--- config.mk ---
export PLATFORM = sky130hd
export DESIGN_NAME = db_frame_streamer
export DESIGN_NICKNAME = d
export VERILOG_FILES = /design/src/rtl/db_timing_pkg.sv /design/src/rtl/db_sync_fifo.sv /design/src/rtl/db_frame_streamer.sv
export SDC_FILE = /design/constraint.sdc
export NUM_CORES = 1
export LEC_CHECK = 0
export BUFFER_PORTS_ARGS = -buffer_cell sky130_fd_sc_hd__buf_2
export CAP_MARGIN = 5
export CORE_MARGIN = 5
export CORE_UTILIZATION = 47
export DETAILED_ROUTE_END_ITERATION = 8
export HOLD_SLACK_MARGIN = 0.03
export PLACE_DENSITY_LB_ADDON = 0.3
export SYNTH_ARGS = -nofsm -noshare
export SYNTH_HDL_FRONTEND = slang
export SYNTH_SLANG_ARGS = --single-unit
--- constraint.sdc ---
create_clock -name clk -period 4.4 [get_ports clk]
set_clock_uncertainty 0.1 [all_clocks]
set_input_delay 0.44 -clock clk [delete_from_list [all_inputs] [get_ports clk]]
set_output_delay 0.44 -clock clk [all_outputs]
set_load 0.01 [all_outputs]
--- src/rtl/db_timing_pkg.sv ---
`default_nettype none
// ============================================================================
//  Module   : db_timing_pkg
//  Purpose  : Shared types and helpers for the display-bus frame streamer:
//             timing region enum, sync/handshake bundle, total-length helpers.
//  Revision : 1.0 - initial release
// ============================================================================
package db_timing_pkg;

  // Horizontal and vertical regions, in scan order.
  typedef enum logic [1:0] {
    REG_ACTIVE = 2'd0,
    REG_FP     = 2'd1,
    REG_SYNC   = 2'd2,
    REG_BP     = 2'd3
  } db_region_e;

  // Single-bit sync and handshake outputs, bundled so the bench can reuse them.
  typedef struct packed {
    logic hs;
    logic vs;
    logic df_uart;
    logic df_vga;
  } db_sync_s;

  function automatic int h_total(input int act, input int fp, input int sync, input int bp);
    return act + fp + sync + bp;
  endfunction

  function automatic int v_total(input int act, input int fp, input int sync, input int bp);
    return act + fp + sync + bp;
  endfunction

  // Map a counter value onto its region; the back porch is whatever remains.
  function automatic db_region_e region_of(input int cnt, input int act, input int fp,
                                           input int sync);
    if (cnt < act)                    return REG_ACTIVE;
    else if (cnt < act + fp)          return REG_FP;
    else if (cnt < act + fp + sync)   return REG_SYNC;
    else                              return REG_BP;
  endfunction

endpackage
`default_nettype wire

--- src/rtl/db_sync_fifo.sv ---
`default_nettype none
// ============================================================================
//  Module   : db_sync_fifo
//  Purpose  : Single-clock FIFO for UART bytes. Full/empty come from the
//             registered occupancy, so a pop never makes room for a push in
//             the same cycle and a push never feeds a pop in the same cycle.
//  Revision : 1.0 - initial release
// ============================================================================
module db_sync_fifo #(
  parameter int DATA_W     = 8,
  parameter int FIFO_DEPTH = 16
) (
  input  logic                          clk,
  input  logic                          rst,
  input  logic                          push,
  input  logic [DATA_W-1:0]             din,
  input  logic                          pop,
  output logic [DATA_W-1:0]             dout,
  output logic                          full,
  output logic                          empty,
  output logic [$clog2(FIFO_DEPTH):0]   count
);
  localparam int AW = $clog2(FIFO_DEPTH);
  localparam int CW = AW + 1;

  logic [DATA_W-1:0] mem_q [FIFO_DEPTH];
  logic [AW-1:0]     wr_ptr_q, wr_ptr_d;
  logic [AW-1:0]     rd_ptr_q, rd_ptr_d;
  logic [CW-1:0]     count_q, count_d;
  logic              push_ok, pop_ok;

  assign full    = (count_q == CW'(FIFO_DEPTH));
  assign empty   = (count_q == '0);
  assign push_ok = push && !full;
  assign pop_ok  = pop && !empty;
  assign dout    = mem_q[rd_ptr_q];
  assign count   = count_q;

  // Pointer and occupancy next-state; pointers wrap naturally at the power-of-two depth.
  always_comb begin
    wr_ptr_d = wr_ptr_q;
    rd_ptr_d = rd_ptr_q;
    count_d  = count_q;
    if (push_ok) wr_ptr_d = wr_ptr_q + AW'(1);
    if (pop_ok)  rd_ptr_d = rd_ptr_q + AW'(1);
    case ({push_ok, pop_ok})
      2'b10:   count_d = count_q + CW'(1);
      2'b01:   count_d = count_q - CW'(1);
      default: count_d = count_q;
    endcase
  end

  // Control state, cleared asynchronously so contents are discarded on reset.
  always_ff @(posedge clk or posedge rst) begin
    if (rst) begin
      wr_ptr_q <= '0;
      rd_ptr_q <= '0;
      count_q  <= '0;
    end else begin
      wr_ptr_q <= wr_ptr_d;
      rd_ptr_q <= rd_ptr_d;
      count_q  <= count_d;
    end
  end

  // Storage array; no reset needed because occupancy gates every read.
  always_ff @(posedge clk) begin
    if (push_ok) mem_q[wr_ptr_q] <= din;
  end

endmodule
`default_nettype wire

--- src/rtl/db_frame_streamer.sv ---
`default_nettype none
// ============================================================================
//  Module   : db_frame_streamer
//  Purpose  : Display-bus master. Generates HS/VS timing, buffers UART bytes
//             in a FIFO and streams them as pixels during the active area.
//             Optional macro DB_TEST_PATTERN_EN: on an active cycle with an
//             empty FIFO, pixel shows h_cnt ^ v_cnt (DF_VGA stays 0).
//  Revision : 1.0 - initial release
// ============================================================================
module db_frame_streamer #(
  parameter int DATA_W     = 8,
  parameter int FIFO_DEPTH = 16,
  parameter int H_ACTIVE   = 640,
  parameter int H_FP       = 16,
  parameter int H_SYNC     = 96,
  parameter int H_BP       = 48,
  parameter int V_ACTIVE   = 480,
  parameter int V_FP       = 10,
  parameter int V_SYNC     = 2,
  parameter int V_BP       = 33,
  parameter bit HS_POL     = 1'b0,
  parameter bit VS_POL     = 1'b0
) (
  input  logic              clk,
  input  logic              rst,
  input  logic              en,
  input  logic [DATA_W-1:0] uart_data,
  input  logic              uart_valid,
  output logic              DF_UART,
  output logic              HS,
  output logic              VS,
  output logic              DF_VGA,
  output logic [DATA_W-1:0] pixel,
  output logic              underflow
);
  import db_timing_pkg::*;

  localparam int H_TOTAL = h_total(H_ACTIVE, H_FP, H_SYNC, H_BP);
  localparam int V_TOTAL = v_total(V_ACTIVE, V_FP, V_SYNC, V_BP);
  localparam int HW      = $clog2(H_TOTAL);
  localparam int VW      = $clog2(V_TOTAL);
  localparam int CW      = $clog2(FIFO_DEPTH) + 1;

  logic [HW-1:0]     h_cnt_q, h_cnt_d;
  logic [VW-1:0]     v_cnt_q, v_cnt_d;
  logic              hs_q, hs_d, vs_q, vs_d;
  logic              df_vga_q, df_vga_d;
  logic              underflow_q, underflow_d;
  logic [DATA_W-1:0] pixel_q, pixel_d;

  db_region_e        h_region, v_region;
  logic              active, fifo_pop, fifo_full, fifo_empty;
  logic [DATA_W-1:0] fifo_dout;
  logic [CW-1:0]     fifo_count;
  db_sync_s          sync_bus;

  assign h_region = region_of(int'(h_cnt_q), H_ACTIVE, H_FP, H_SYNC);
  assign v_region = region_of(int'(v_cnt_q), V_ACTIVE, V_FP, V_SYNC);
  assign active   = en && (h_region == REG_ACTIVE) && (v_region == REG_ACTIVE);
  // Empty is the registered state, so a byte arriving this cycle is not popped.
  assign fifo_pop = active && !fifo_empty;

  db_sync_fifo #(
    .DATA_W     (DATA_W),
    .FIFO_DEPTH (FIFO_DEPTH)
  ) u_fifo (
    .clk   (clk),
    .rst   (rst),
    .push  (uart_valid),
    .din   (uart_data),
    .pop   (fifo_pop),
    .dout  (fifo_dout),
    .full  (fifo_full),
    .empty (fifo_empty),
    .count (fifo_count)
  );

  // Counter advance, sync decode and pixel selection for the next output cycle.
  always_comb begin
    h_cnt_d     = h_cnt_q;
    v_cnt_d     = v_cnt_q;
    hs_d        = hs_q;
    vs_d        = vs_q;
    df_vga_d    = 1'b0;
    pixel_d     = '0;
    underflow_d = underflow_q;
    if (en) begin
      hs_d = (h_region == REG_SYNC) ? HS_POL : ~HS_POL;
      vs_d = (v_region == REG_SYNC) ? VS_POL : ~VS_POL;
      if (h_cnt_q == HW'(H_TOTAL - 1)) begin
        h_cnt_d = '0;
        v_cnt_d = (v_cnt_q == VW'(V_TOTAL - 1)) ? '0 : v_cnt_q + VW'(1);
      end else begin
        h_cnt_d = h_cnt_q + HW'(1);
      end
      // Frame start clears the sticky flag; a same-cycle underflow below wins.
      if (h_cnt_q == '0 && v_cnt_q == '0) underflow_d = 1'b0;
    end
    if (fifo_pop) begin
      df_vga_d = 1'b1;
      pixel_d  = fifo_dout;
    end else if (active) begin
      underflow_d = 1'b1;
`ifdef DB_TEST_PATTERN_EN
      pixel_d = DATA_W'(h_cnt_q) ^ DATA_W'(v_cnt_q);
`endif
    end
  end

  // Timing counters and registered outputs, asynchronously reset.
  always_ff @(posedge clk or posedge rst) begin
    if (rst) begin
      h_cnt_q     <= '0;
      v_cnt_q     <= '0;
      hs_q        <= ~HS_POL;
      vs_q        <= ~VS_POL;
      df_vga_q    <= 1'b0;
      pixel_q     <= '0;
      underflow_q <= 1'b0;
    end else begin
      h_cnt_q     <= h_cnt_d;
      v_cnt_q     <= v_cnt_d;
      hs_q        <= hs_d;
      vs_q        <= vs_d;
      df_vga_q    <= df_vga_d;
      pixel_q     <= pixel_d;
      underflow_q <= underflow_d;
    end
  end

  assign sync_bus = '{hs: hs_q, vs: vs_q, df_uart: ~fifo_full, df_vga: df_vga_q};

  assign HS        = sync_bus.hs;
  assign VS        = sync_bus.vs;
  assign DF_UART   = sync_bus.df_uart;
  assign DF_VGA    = sync_bus.df_vga;
  assign pixel     = pixel_q;
  assign underflow = underflow_q;

  // The FIFO's full flag must always agree with its occupancy count.
  a_full_matches_count: assert property (@(posedge clk) disable iff (rst)
    fifo_full == (fifo_count == CW'(FIFO_DEPTH)));

endmodule
`default_nettype wire

# Word-level counts from Yosys, hierarchy flattened
# Memories as Yosys holds them, arrays and structs flattened.
# Cells that the tools add are included.
[totals]
n_memories = 1
mem_bits_rw = 128
input_bits = 12
ff_bits = 45
elab_cells = 65
rom_bits = 0
latchBits = 0
[classes]
bitwise = 1
n_lt_le_gt_ge = 6
n_mux = 19
shifts = 0
n_div = 0
eq_ne = 7
reduce_logical = 15
addsub = 6
n_mul = 0
[memory_table]
columns = ["memory", "words", "width", "read_ports", "rd_ports_with_merged_regs", "write_ports", "line", "source"]
rows = [
  ["u_fifo.mem_q", 16, 8, 1, 0, 1, "db_sync_fifo.sv:26", "logic [DATA_W-1:0] mem_q [FIFO_DEPTH];"],
]
[op_table]
columns = ["operator", "n"]
rows = [
  ["10-bit < comparator (second input constant)", 3],
  ["10-bit by 9-bit < comparator with 1-bit output (second input constant)", 3],
  ["10-bit by 1-bit adder with 10-bit output (second input constant)", 2],
  ["10-bit equality test (second input constant)", 2],
  ["10-bit zero test", 2],
  ["10-bit 2-to-1 mux", 2],
  ["1-bit 2-to-1 mux", 11],
  ["5-bit one-hot mux with 2 select lines", 1],
  ["4-bit by 1-bit adder with 4-bit output (second input constant)", 2],
  ["2-bit 2-to-1 mux", 4],
  ["8-bit 2-to-1 mux", 1],
  ["2-bit equality test (second input constant)", 3],
  ["1-bit logical AND", 6],
  ["5-bit by 1-bit adder with 5-bit output (second input constant)", 1],
  ["5-bit equality test (second input constant)", 1],
  ["5-bit zero test", 1],
  ["5-bit by 1-bit subtractor with 5-bit output (second input constant)", 1],
  ["2-bit zero test", 2],
  ["2-bit by 1-bit equality test with 1-bit output (second input constant)", 1],
  ["1-bit zero test", 2],
  ["2-bit AND reduction", 1],
  ["2-bit nonzero test", 1],
  ["1-bit NOT", 1],
]

# Longest topological paths before layout
# Gate-level depths: netlist of the first run.
[logic_depth]
depth_word = 11
mapped_depth = 13

# Cells and area by module
# A second synthesis of the first run with hierarchy kept.
[unflattened]
cells_unflattened = 481
area_unflattened_um2 = 7325.8
[modules_own_cells]
columns = ["module", "instances", "seq_area_each_um2", "cells_per_inst", "area_each_um2"]
rows = [
  ["db_sync_fifo", 1, 4169.0, 333, 5796.8],
  ["db_frame_streamer", 1, 803.3, 148, 1529.0],
]

# Least setup slack after synthesis of the first run
# No wires, ideal clock.
[synth_timing]
kind = "register to register"
startpoint = "register u_fifo.count_q[1] (netlist: u_fifo.count[1])"
endpoint = "register u_fifo.count_q[4] (netlist: u_fifo.count[4])"
setup_ns = 0.079
required_ns = 4.221
setup_slack_ns = 1.483
arrival_ns = 2.738
path_stages_with_launch = 13
n_path_buf = 3
cell_sequence = "dfrtp_1 > clkbuf_1 > nor4_1 > a21boi_1 > clkbuf_1 > clkbuf_1 > inv_1 > ha_1 > ha_1 > nand2b_1 > or4_1 > o311ai_1 > xor2_1"
[synth_between]
elab_chain_len = 6
word_cells_on_any_way = 13
[synth_lines]
columns = ["item", "line", "source"]
rows = [
  ["from (decl)", "db_sync_fifo.sv:29", "logic [CW-1:0] count_q, count_d;"],
  ["from (signal assigned)", "db_sync_fifo.sv:62", "count_q <= count_d;"],
  ["5-bit zero test", "db_sync_fifo.sv:33", "assign empty = (count_q == '0);"],
  ["1-bit zero test", "db_sync_fifo.sv:35, db_frame_streamer.sv:61", ""],
  ["1-bit logical AND", "db_frame_streamer.sv:61", "assign fifo_pop = active && !fifo_empty;"],
  ["1-bit logical AND", "db_sync_fifo.sv:35", "assign pop_ok = pop && !empty;"],
  ["2-bit by 1-bit equality test with 1-bit output or 2-bit equality test (tied branches)", "db_sync_fifo.sv:46", "case ({push_ok, pop_ok})"],
  ["5-bit one-hot mux with 2 select lines or 2-bit nonzero test (tied branches)", "-", ""],
]
# Parallel ways exist; a longest one is shown, timed or not.
# A chain may end at the register's enable or synchronous reset.

# Worst setup path in the final report of the first run
[layout_timing]
startpoint = "register v_cnt_q[7]"
endpoint = "register u_fifo.count_q[4] (netlist: u_fifo.count[4])"
[layout_between]
elab_chain_len = 10
word_cells_on_any_way = 14
[layout_lines]
columns = ["item", "line", "source"]
rows = [
  ["from (decl)", "db_frame_streamer.sv:45", "logic [VW-1:0] v_cnt_q, v_cnt_d;"],
  ["from (signal assigned)", "db_frame_streamer.sv:122", "v_cnt_q <= v_cnt_d;"],
  ["10-bit by 9-bit < comparator with 1-bit output", "db_timing_pkg.sv:39", "else if (cnt < act + fp + sync) return REG_SYNC;"],
  ["1-bit 2-to-1 mux", "db_timing_pkg.sv:39", ""],
  ["2-bit 2-to-1 mux", "db_timing_pkg.sv:38", "else if (cnt < act + fp) return REG_FP;"],
  ["2-bit 2-to-1 mux (*)", "db_timing_pkg.sv:37", "if (cnt < act) return REG_ACTIVE;"],
  ["2-bit zero test (*)", "db_frame_streamer.sv:59", "assign active = en && (h_region == REG_ACTIVE) && (v_region == REG_ACTIVE);"],
  ["1-bit logical AND (*)", "db_frame_streamer.sv:59", ""],
  ["1-bit logical AND (*)", "db_frame_streamer.sv:61", ""],
  ["1-bit logical AND (*)", "db_sync_fifo.sv:35", ""],
  ["2-bit by 1-bit equality test with 1-bit output or 2-bit equality test (tied branches)", "db_sync_fifo.sv:46", ""],
  ["5-bit one-hot mux with 2 select lines or 2-bit nonzero test (tied branches)", "-", ""],
]
# Every way passes the cells marked *; elsewhere a longest branch is shown, timed or not.

==> impl_metrics.env, run 1 <==
export IMPL_die_w_um=134
export IMPL_htreeDepth=4
export IMPL_synth_seq_cells=173
export IMPL_cts_repair_resized=0
export IMPL_clk_latency_ns=0.44
export IMPL_slew_headroom_pct=37.7
export IMPL_synth_area_leaders="edfxtp_1 53%, dfrtp_1 15%, mux4_2 12%"
export IMPL_path_max_fanout=7
export IMPL_reg2reg_setup_slack_ns=1.29
export IMPL_core_area_mm2=0.0151
export IMPL_ys_warn_count=0
export IMPL_peakVddDrop_uv=353
export IMPL_fin_area_mm2=0.00811
export IMPL_yosysTopAreaCellShare_pct=53.0
export IMPL_cts_setup_buffers=0
export IMPL_cts_root_buf="clkbuf_16"
export IMPL_holdBufCountCts=0
export IMPL_wl_per_cell_um=20.2
export IMPL_grt_pass1_vias=3860
export IMPL_path_clk_slew_ns=0.06
export IMPL_grt_pass1_wl_um=21400
export IMPL_end_kind="flop"
export IMPL_slowest_delay_ns=0.51
export IMPL_synthCells=428
export IMPL_power_density_mw_per_mm2=605
export IMPL_cp_arrival_ns=3.36
export IMPL_cts_inserted_buffers=17
export IMPL_placed_area_mm2=0.00753
export IMPL_tightest_slew_ns=0.933
export IMPL_maxSlewViolCount=0
export IMPL_status="completed"
export IMPL_portBuffers=24
export IMPL_rsz0062_at_grt="no"
export IMPL_drive_gt1_share_pct=24.4
export IMPL_hold_viol_final=0
export IMPL_grtUsageTotal_pct=16.1
export IMPL_first_pass_iters=5
export IMPL_path_cells="nand2_1 > o2111ai_1 > or2_1 > inv_1 > ha_1 > ha_1 > nand2b_1 > or4_1 > o311ai_1 > xor2_1"
export IMPL_crit_type="flop to flop"
export IMPL_initial_core_util_pct=47.9
export IMPL_cp_start_kind="flop"
export IMPL_synthesis_nets=452
export IMPL_maxCapViolations=0
export IMPL_num_rows=45
export IMPL_synth_async_sr_flop_share_pct=26.0
export IMPL_syn_to_final_growth_pct=11.8
export IMPL_ios=25
export IMPL_synth_edff_count=128
export IMPL_grt_max_degree=46
export IMPL_drc=0
export IMPL_dp_final_hpwl_um=8680
export IMPL_grt_overflow=0
export IMPL_critPathRequiredTime_ns=4.66
export IMPL_diodes=0
export IMPL_crit_slowest_cell="o2111ai_1"
export IMPL_vias=3748
export IMPL_layout_commonest_cell="edfxtp_1"
export IMPL_fmax_mhz=322
export IMPL_yosys_area_top_type="edfxtp_1"
export IMPL_antenna_found_initial=0
export IMPL_finalSetupTns_ns=0
export IMPL_drtIter0Drc=289
export IMPL_cts_tree="built"
export IMPL_synthFlopType="edfxtp_1"
export IMPL_finalWirelength_um=13200
export IMPL_crit_top_cell="ha_1"
export IMPL_yosys_cell_types_count=50
export IMPL_die_area_mm2=0.0180
export IMPL_die_h_um=134
export IMPL_nNetsFinal=478
export IMPL_avgViaCountPerCell=5.72
export IMPL_cts_sinks=173
export IMPL_gp_congestion=0.770
export IMPL_min_period_over_period_pct=70.6
export IMPL_static_leakage_power_uw=0.00289
export IMPL_synth_area_mm2=0.00726
export IMPL_ant_nets=0
export IMPL_setup_viol=0
export IMPL_final_cell_mix="128 x edfxtp_1, 42 x dfrtp_1, 40 x mux4_2"
export IMPL_hold_path_class="primary input to asynchronous set/reset pin"
export IMPL_clk_path_buf_depth=2
export IMPL_fin_crit_ns=3.11
export IMPL_synth_avg_cell_area_um2=17.0
export IMPL_synth_seq_area_share_pct=68.5
final cells by class:
class                           count  area [µm²]
Clock buffer                       17         425
Tap cell                          188         235
Timing Repair Buffer               29         158
Multi-Input combinational cell    219        2110
Fill cell                        1160        7040
Inverter                           14        52.6
Clock inverter                     15         153
Sequential cell                   173        4970
registers in the layout, summed over array words and instances, names as in the netlist:
name,flops
DF_VGA,1
HS,1
VS,1
h_cnt_q,10
pixel,8
u_fifo.count,5
u_fifo.mem_q,128
u_fifo.rd_ptr_q,4
u_fifo.wr_ptr_q,4
underflow,1
v_cnt_q,10
cells by family after synthesis:
kind of cell	share of synthesized area (%)
AND/OR/NAND/NOR	8.52
adder cells (fa/ha/maj)	2.07
flip-flops	68.5
AO/OA/AOI/OAI	2.90
buffers and inverters	2.35
multiplexers	12.9
XOR/XNOR	2.78
Yosys cell counts (2+ instances only):
cell type and instances:
o22ai_1 2, mux4_2 40, and2_1 11, ha_1 12
buf_2 4, o31ai_1 3, or4_1 2, a31oi_1 4
nor3_1 6, nor2_1 18, nand3_1 3, clkbuf_1 9
o21ai_0 2, dfstp_2 2, nand4_1 10, buf_6 4
inv_1 13, o21bai_1 2, and3_1 11, a21oi_1 5
nand2b_1 4, mux2_2 2, edfxtp_1 128, nor4_1 7
o21ai_1 5, xnor2_1 17, buf_1 5, dfrtp_1 43
xor2_1 6, nand2_1 25, and4_1 4
worst paths after layout:
kind                            cells past startpoint                 end  startpoint
worst max register to register                     10     u_fifo.count[4]  v_cnt_q[7]
max in group asynchronous                           2  u_fifo.rd_ptr_q[0]         rst
worst min register to register                      2                  VS          VS
min in group clk                                    2                  VS          en
worst min-delay path                                2          v_cnt_q[0]         rst
worst max-delay path                               10     u_fifo.count[4]  v_cnt_q[7]
layer usage:
| metal | GRT usage [%] | vias to the layer above | share of wire [%] |
|---|---|---|---|
| li1 | - | 1720 | - |
| met1 | 22.0 | 1919 | 44 |
| met2 | 25.3 | 89 | 49 |
| met3 | 4.50 | 20 | 4.8 |
| met4 | 5.26 | 0 | 1.5 |
| met5 | 0 | - | 0 |
per-stage QoR:
stage	power [µW]	util (%)	std cells	setup slack [ns]	hold slack, ns
detailed placement	3500	49.7	623	1.30	0.383
global placement	3460	49.7	623	1.50	0.384
CTS	4960	53.5	655	1.29	0.145
global route	5170	53.5	655	1.04	0.227
finish	4910	53.5	655	1.29	0.113
floorplan	3190	-	428	1.48	0.379
worst max-delay path, delay by kind of cell (launching register included):
kind / cells / cell delay (ns)
xor gates and xnor gates: 1 / 0.17
and+or+nand+nor: 4 / 0.90
AOI/OAI and AO/OA: 2 / 0.62
buffers and inverters: 1 / 0.07
adders and majority gates: 2 / 0.69
DFF: 1 / 0.47
where the power goes:
group	switching, µW	leakage [µW]	internal, µW	total (µW)
Sequential	274	0.00171	2000	2270
Combinational	539	0.000900	636	1180
Clock	660	0.000272	798	1460
No activity file was read; power rests on OpenSTA's default activity.
==> run 2, diff against run 1 <==
--- a/config.mk
+++ b/config.mk
@@ -5,6 +5,7 @@
 export SDC_FILE = /design/constraint.sdc
 export NUM_CORES = 1
 export LEC_CHECK = 0
+export ABC_AREA = 1
 export BUFFER_PORTS_ARGS = -buffer_cell sky130_fd_sc_hd__buf_2
 export CAP_MARGIN = 5
 export CORE_MARGIN = 5
==> constraint.sdc (replaced) <==
create_clock -name clk -period 2.7 [get_ports clk]
set_clock_uncertainty 0.1 [all_clocks]
set_input_delay 0.27 -clock clk [delete_from_list [all_inputs] [get_ports clk]]
set_output_delay 0.27 -clock clk [all_outputs]
set_load 0.01 [all_outputs]
==> run 2 against run 1 <==
Against the previous run:
- via count is 36% higher
- fmax increased by 35%
- wire length is 25% higher
- combinational power increased by 3%
- highest routed layer unchanged
- worst setup slack got worse by 0.89 ns
- sequential power is 49% higher
- register-to-register slack got worse by 0.89 ns
- first-iteration DRC count grew 37%
- utilization grew 1.1 points
- global-route usage is 3.1 points higher
- flip-flop and latch count is the same
==> impl_metrics.env, run 2 <==
export IMPL_hp_start="en"
export IMPL_ios=25
export IMPL_initial_core_util_pct=47.5
export IMPL_hold_viol_final=0
export IMPL_die_area_mm2=0.0186
export IMPL_regMostFlops="u_fifo.mem_q"
export IMPL_regArea_mm2=0.00497
export IMPL_cts_sinks=173
export IMPL_antenna_found_initial=0
export IMPL_reg2reg_setup_slack_ns=0.41
export IMPL_cts_tree="built"
export IMPL_diodes=0
export IMPL_path_clk_slew_ns=0.07
export IMPL_synth_async_sr_flop_share_pct=26.0
export IMPL_largestRegisters="u_fifo.mem_q (128), h_cnt_q (10), v_cnt_q (10)"
export IMPL_synth_area_leaders="edfxtp_1 51%, dfrtp_1 14%, nand2_1 6.8%"
export IMPL_vias=5104
export IMPL_clk_path_buf_depth=2
export IMPL_slew_headroom_pct=53.1
export IMPL_synth_seq_area_share_pct=66.4
export IMPL_end_kind="flop"
export IMPL_cts_root_buf="clkbuf_16"
export IMPL_ant_nets=0
export IMPL_power_density_mw_per_mm2=840
export IMPL_gp_congestion=0.841
export IMPL_yosys_cell_types_count=39
export IMPL_min_period_over_period_pct=85.0
export IMPL_multi_input_area_mm2=0.00220
export IMPL_largest_register_ffs=128
export IMPL_r2r_start="u_fifo.count[2]"
export IMPL_die_w_um=136
export IMPL_grt_overflow=0
export IMPL_finalNonFillerCells=926
export IMPL_dp_cells=893
export IMPL_critPathRequiredTime_ns=2.93
export IMPL_path_max_fanout=6
export IMPL_grt_pass1_vias=5132
export IMPL_finalWirelength_um=16600
export IMPL_grtUsageTotal_pct=19.2
export IMPL_synth_avg_cell_area_um2=11.4
export IMPL_dp_final_hpwl_um=10900
export IMPL_status="completed"
export IMPL_ys_warn_count=0
export IMPL_fin_crit_ns=2.29
export IMPL_synthesis_nets=679
export IMPL_setup_viol=0
export IMPL_fill_cells=1366
export IMPL_synthFlopType="edfxtp_1"
export IMPL_drive_gt1_share_pct=14.6
export IMPL_worstRegToRegCells=14
export IMPL_yosysMostFrequentCell="nand2_1"
export IMPL_grt_max_degree=67
export IMPL_maxCapViolations=0
export IMPL_r2r_end="u_fifo.count[4]"
export IMPL_maxSlewViolCount=0
export IMPL_clk_latency_ns=0.43
export IMPL_avgViaCountPerCell=5.51
export IMPL_cp_arrival_ns=2.52
export IMPL_core_area_mm2=0.0158
export IMPL_die_h_um=136
export IMPL_num_rows=46
export IMPL_crit_type="flop to flop"
export IMPL_synth_edff_count=128
export IMPL_portBuffers=24
export IMPL_synth_seq_cells=173
export IMPL_place_ws_ns=0.408
export IMPL_fmax_mhz=436
export IMPL_nNetsFinal=721
export IMPL_syn_to_final_growth_pct=15.1
export IMPL_rsz0062_at_grt="no"
export IMPL_holdPathStages=3
export IMPL_yosysTopAreaCellShare_pct=51.3
export IMPL_layout_commonest_cell="nand2_1"
export IMPL_tightest_slew_ns=0.703
export IMPL_grt_pass1_wl_um=26900
export IMPL_static_leakage_power_uw=0.00342
export IMPL_synthCells=655
export IMPL_final_cell_mix="136 x nand2_1, 128 x edfxtp_1, 64 x a21oi_1"
export IMPL_drtIter0Drc=395
export IMPL_cts_inserted_buffers=17
export IMPL_yosys_area_top_type="edfxtp_1"
export IMPL_timing_final_ws_setup_ns=0.406
export IMPL_first_pass_iters=4
export IMPL_hold_path_class="primary input to flop"
export IMPL_synth_area_mm2=0.00749
export IMPL_cp_start_kind="flop"
export IMPL_finalSetupTns_ns=0
export IMPL_htreeDepth=4
export IMPL_peakVddDrop_uv=586
export IMPL_synthTopCellsByCount="136 x nand2_1, 128 x edfxtp_1, 64 x a21oi_1, 49 x nor2_1, 45 x inv_1"
export IMPL_wl_per_cell_um=17.9
export IMPL_min_to="HS"
export IMPL_drc=0
-- run 2: cells by family (layout without fill, tap and decap cells) --
| logic type | after synthesis | in the layout | synth area share (%) |
|---|---|---|---|
| buf+inv | 78 | 133 | 4.29 |
| compound gates | 119 | 119 | 9.94 |
| simple gates | 254 | 254 | 15.2 |
| fa+ha+maj | 12 | 12 | 2.00 |
| flops | 173 | 173 | 66.4 |
| xor+xnor | 19 | 19 | 2.22 |
-- run 2: routing by layer --
metal	up-vias	wire, µm	global-route usage (%)
li1	2407	-	-
met1	2500	6990	25.1
met2	166	8210	31.3
met3	31	976	4.33
met4	0	394	7.78
met5	-	0	0
-- run 2: worst max-delay path, stage by stage (launching register included) --
cell	delay, ns
dfrtp_1	0.45
nor2_1	0.18
nand3b_1	0.17
nand3_1	0.14
inv_1	0.05
ha_1	0.24
ha_1	0.33
inv_1	0.08
nor2_1	0.05
nand2_1	0.09
nand3_1	0.08
nand2_1	0.07
nand2_1	0.06
nand2_1	0.05
nand2_1	0.05
-- run 2: report_power, final --
part | internal, µW | switching, µW | total [µW]
Combinational | 412 | 806 | 1220
Clock | 1630 | 1000 | 2630
Sequential | 3190 | 205 | 3390
Total | 5230 | 2010 | 7250
-- run 2: metrics by stage --
step	hold slack, ns	utilization [%]	power [µW]	cell area, µm²
5_1_grt	0.0794	54.7	7590	8620
4_1_cts	0.0504	54.7	7280	8620
3_5_place_dp	0.236	50.5	4660	7960
3_3_place_gp	0.217	50.5	4580	7960
2_1_floorplan	0.269	-	4230	7490
6_report	0.0735	54.7	7250	8620
-- run 2: worst max-delay path by stage --
| stage | start | endpoint | cells past startpoint |
|---|---|---|---|
| finish | u_fifo.count[2] | u_fifo.count[4] | 14 |
| global route | u_fifo.count[2] | u_fifo.count[4] | 14 |
| CTS | u_fifo.count[2] | u_fifo.count[4] | 14 |
| detailed placement | en | u_fifo.count[4] | 16 |
| global placement | en | u_fifo.count[4] | 16 |
| floorplan | u_fifo.count[2] | u_fifo.count[4] | 14 |
-- run 2: area by class of cell --
class,count,share of cell area (%)
sequential,173,57.7
tap,216,3.13
timing repair buffer,51,3.92
multi-input combinational,404,25.5
clock buffer,20,5.41
clock inverter,12,2.13
inverter,50,2.21
-- run 2: what timing repair did --
action | CTS | global route
setup endpoints to repair | 0 | 0
hold endpoints to repair | 20 | 0
resized for setup | 0 | 0
setup buffers | 0 | 0
hold buffers | 1 | 0
==> run 3, diff against run 2 <==
--- a/config.mk
+++ b/config.mk
@@ -5,7 +5,7 @@
 export SDC_FILE = /design/constraint.sdc
 export NUM_CORES = 1
 export LEC_CHECK = 0
-export ABC_AREA = 1
+export ABC_AREA = 0
 export BUFFER_PORTS_ARGS = -buffer_cell sky130_fd_sc_hd__buf_2
 export CAP_MARGIN = 5
 export CORE_MARGIN = 5
==> constraint.sdc (replaced) <==
create_clock -name clk -period 2.34 [get_ports clk]
set_clock_uncertainty 0.1 [all_clocks]
set_input_delay 0.234 -clock clk [delete_from_list [all_inputs] [get_ports clk]]
set_output_delay 0.234 -clock clk [all_outputs]
set_load 0.01 [all_outputs]
==> run 3 against run 2 <==
Against the previous run:
- flip-flop and latch count is the same
- non-clock buffer count grew 9
- combinational power grew 130%
- hold slack gained 0.024 ns
- the flow now finishes with violations (setup timing)
- highest routed layer unchanged
- sequential share of layout area grew 1.0 points
- sequential power grew 19%
- cell count shrank 26%
- die area shrank 2.9%
- utilization grew 1.3 points
==> impl_metrics.env, run 3 (synthesis gave the netlist of run 1 again) <==
export IMPL_status="finished with violations"
export IMPL_violations="setup timing"
export IMPL_grtUsageTotal_pct=16.1
export IMPL_slowest_delay_ns=0.55
export IMPL_finalSetupTns_ns=-0.389
export IMPL_grt_overflow=0
export IMPL_drc=0
export IMPL_grt_pass1_wl_um=21900
export IMPL_initial_core_util_pct=47.9
export IMPL_fill_cells=1147
export IMPL_die_area_mm2=0.0180
export IMPL_grt_max_degree=35
export IMPL_die_h_um=134
export IMPL_hold_path_class="primary input to flop"
export IMPL_syn_to_final_growth_pct=16.7
export IMPL_tightest_slew_ns=0.582
export IMPL_cts_inserted_buffers=17
export IMPL_gp_congestion=0.801
export IMPL_cts_root_buf="clkbuf_16"
export IMPL_peakVddDrop_uv=670
export IMPL_vias=3897
export IMPL_grt_pass1_vias=3988
export IMPL_drtIter0Drc=289
export IMPL_critPathRequiredTime_ns=2.59
export IMPL_first_pass_iters=4
export IMPL_finalWirelength_um=13600
export IMPL_crit_slowest_cell="or4_4"
export IMPL_wl_per_cell_um=19.8
export IMPL_regArea_mm2=0.00497
export IMPL_path_delay_family="simple AND/OR/NAND/NOR gates"
export IMPL_cts_sinks=173
export IMPL_end_kind="flop"
export IMPL_dp_cells=647
export IMPL_timing_final_ws_setup_ns=-0.225
export IMPL_fmax_mhz=390
export IMPL_largest_register_ffs=128
export IMPL_path_clk_slew_ns=0.07
export IMPL_slew_headroom_pct=60.8
export IMPL_cp_start_kind="flop"
export IMPL_final_cell_mix="128 x edfxtp_1, 42 x dfrtp_1, 40 x mux4_2"
export IMPL_num_rows=45
export IMPL_htreeDepth=4
export IMPL_ant_nets=0
export IMPL_dp_final_hpwl_um=8770
export IMPL_path_max_fanout=4
export IMPL_layout_commonest_cell="edfxtp_1"
export IMPL_maxSlewViolCount=0
export IMPL_regMostFlops="u_fifo.mem_q"
export IMPL_maxCapViolations=0
export IMPL_crit_type="flop to flop"
export IMPL_fin_crit_ns=2.56
export IMPL_clk_path_buf_depth=2
export IMPL_drive_gt1_share_pct=32.3
export IMPL_ios=25
export IMPL_diodes=0
export IMPL_power_density_mw_per_mm2=1130
export IMPL_path_cells="or4_4 > nor2_2 > or2_4 > inv_4 > ha_4 > ha_4 > nand2b_1 > or4_4 > o311ai_4 > xor2_1"
export IMPL_min_period_over_period_pct=110
export IMPL_rsz0062_at_grt="yes"
export IMPL_cts_tree="built"
export IMPL_multi_input_area_mm2=0.00222
export IMPL_largestRegisters="u_fifo.mem_q (128), h_cnt_q (10), v_cnt_q (10)"
export IMPL_nNetsFinal=509
export IMPL_setup_viol=3
export IMPL_static_leakage_power_uw=0.00306
export IMPL_hold_viol_final=0
export IMPL_clk_latency_ns=0.42
export IMPL_die_w_um=134
export IMPL_fin_util_pct=55.9
export IMPL_cp_arrival_ns=2.81
export IMPL_antenna_found_initial=0
export IMPL_cp_num_buf_inv=1
export IMPL_avgViaCountPerCell=5.68
export IMPL_portBuffers=24
export IMPL_finalNonFillerCells=686
export IMPL_holdWs_ns=0.0976
export IMPL_core_area_mm2=0.0151
run 3: through the flow:
step	total power, µW	area [µm²]	setup WS (ns)
detailed placement	6800	7780	-0.243
global route	10000	8470	-0.310
floorplan	6070	7320	-0.325
CTS	9530	8390	-0.224
finish	9560	8470	-0.225
global placement	6730	7780	-0.174
run 3: layout make-up:
cell class | instances | share of cell area [%]
Clock inverter | 15 | 1.61
Multi-Input combinational cell | 219 | 26.3
Clock buffer | 17 | 5.02
Tap cell | 188 | 2.78
Inverter | 14 | 0.650
Timing Repair Buffer | 60 | 4.96
Sequential cell | 173 | 58.7
run 3: what timing repair did:
item | 4_1_cts | 5_1_grt
setup buffers | 2 | 3
gates resized for setup | 3 | 14
cloned | 0 | 0
pin swaps | 7 | 6
setup endpoints to repair | 2 | 27
hold buffers | 2 | 0
hold endpoints to repair | 21 | 0
run 3: power breakdown:
| part | leakage, µW | internal, µW | switching [µW] |
|---|---|---|---|
| clock | 0.000271 | 1480 | 1210 |
| sequential | 0.00171 | 3760 | 288 |
| combinational | 0.00108 | 1450 | 1370 |
| total | 0.00306 | 6690 | 2860 |
run 3: layer usage:
| layer | GRT usage, % | part of all wire, % | routed length, µm | vias to the layer above |
|---|---|---|---|---|
| met5 | 0 | 0 | 0 | - |
| met3 | 3.26 | 4.0 | 546 | 9 |
| met4 | 5.77 | 0.94 | 128 | 0 |
| met1 | 22.8 | 46 | 6210 | 2027 |
| met2 | 25.1 | 49 | 6710 | 91 |
| li1 | - | - | - | 1770 |
run 3: path summary, 6_finish.rpt:
check | cells past startpoint | from | to | slack, ns
min reg2reg | 2 | VS | VS | 0.39
min in group asynchronous | 3 | rst | u_fifo.count[4] | 0.28
max reg2reg | 10 | u_fifo.count[2] | u_fifo.count[4] | -0.22
min | 1 | uart_data[6] | u_fifo.mem_q[7][6] | 0.1
max in group asynchronous | 4 | rst | HS | 1.23
max | 10 | u_fifo.count[2] | u_fifo.count[4] | -0.22
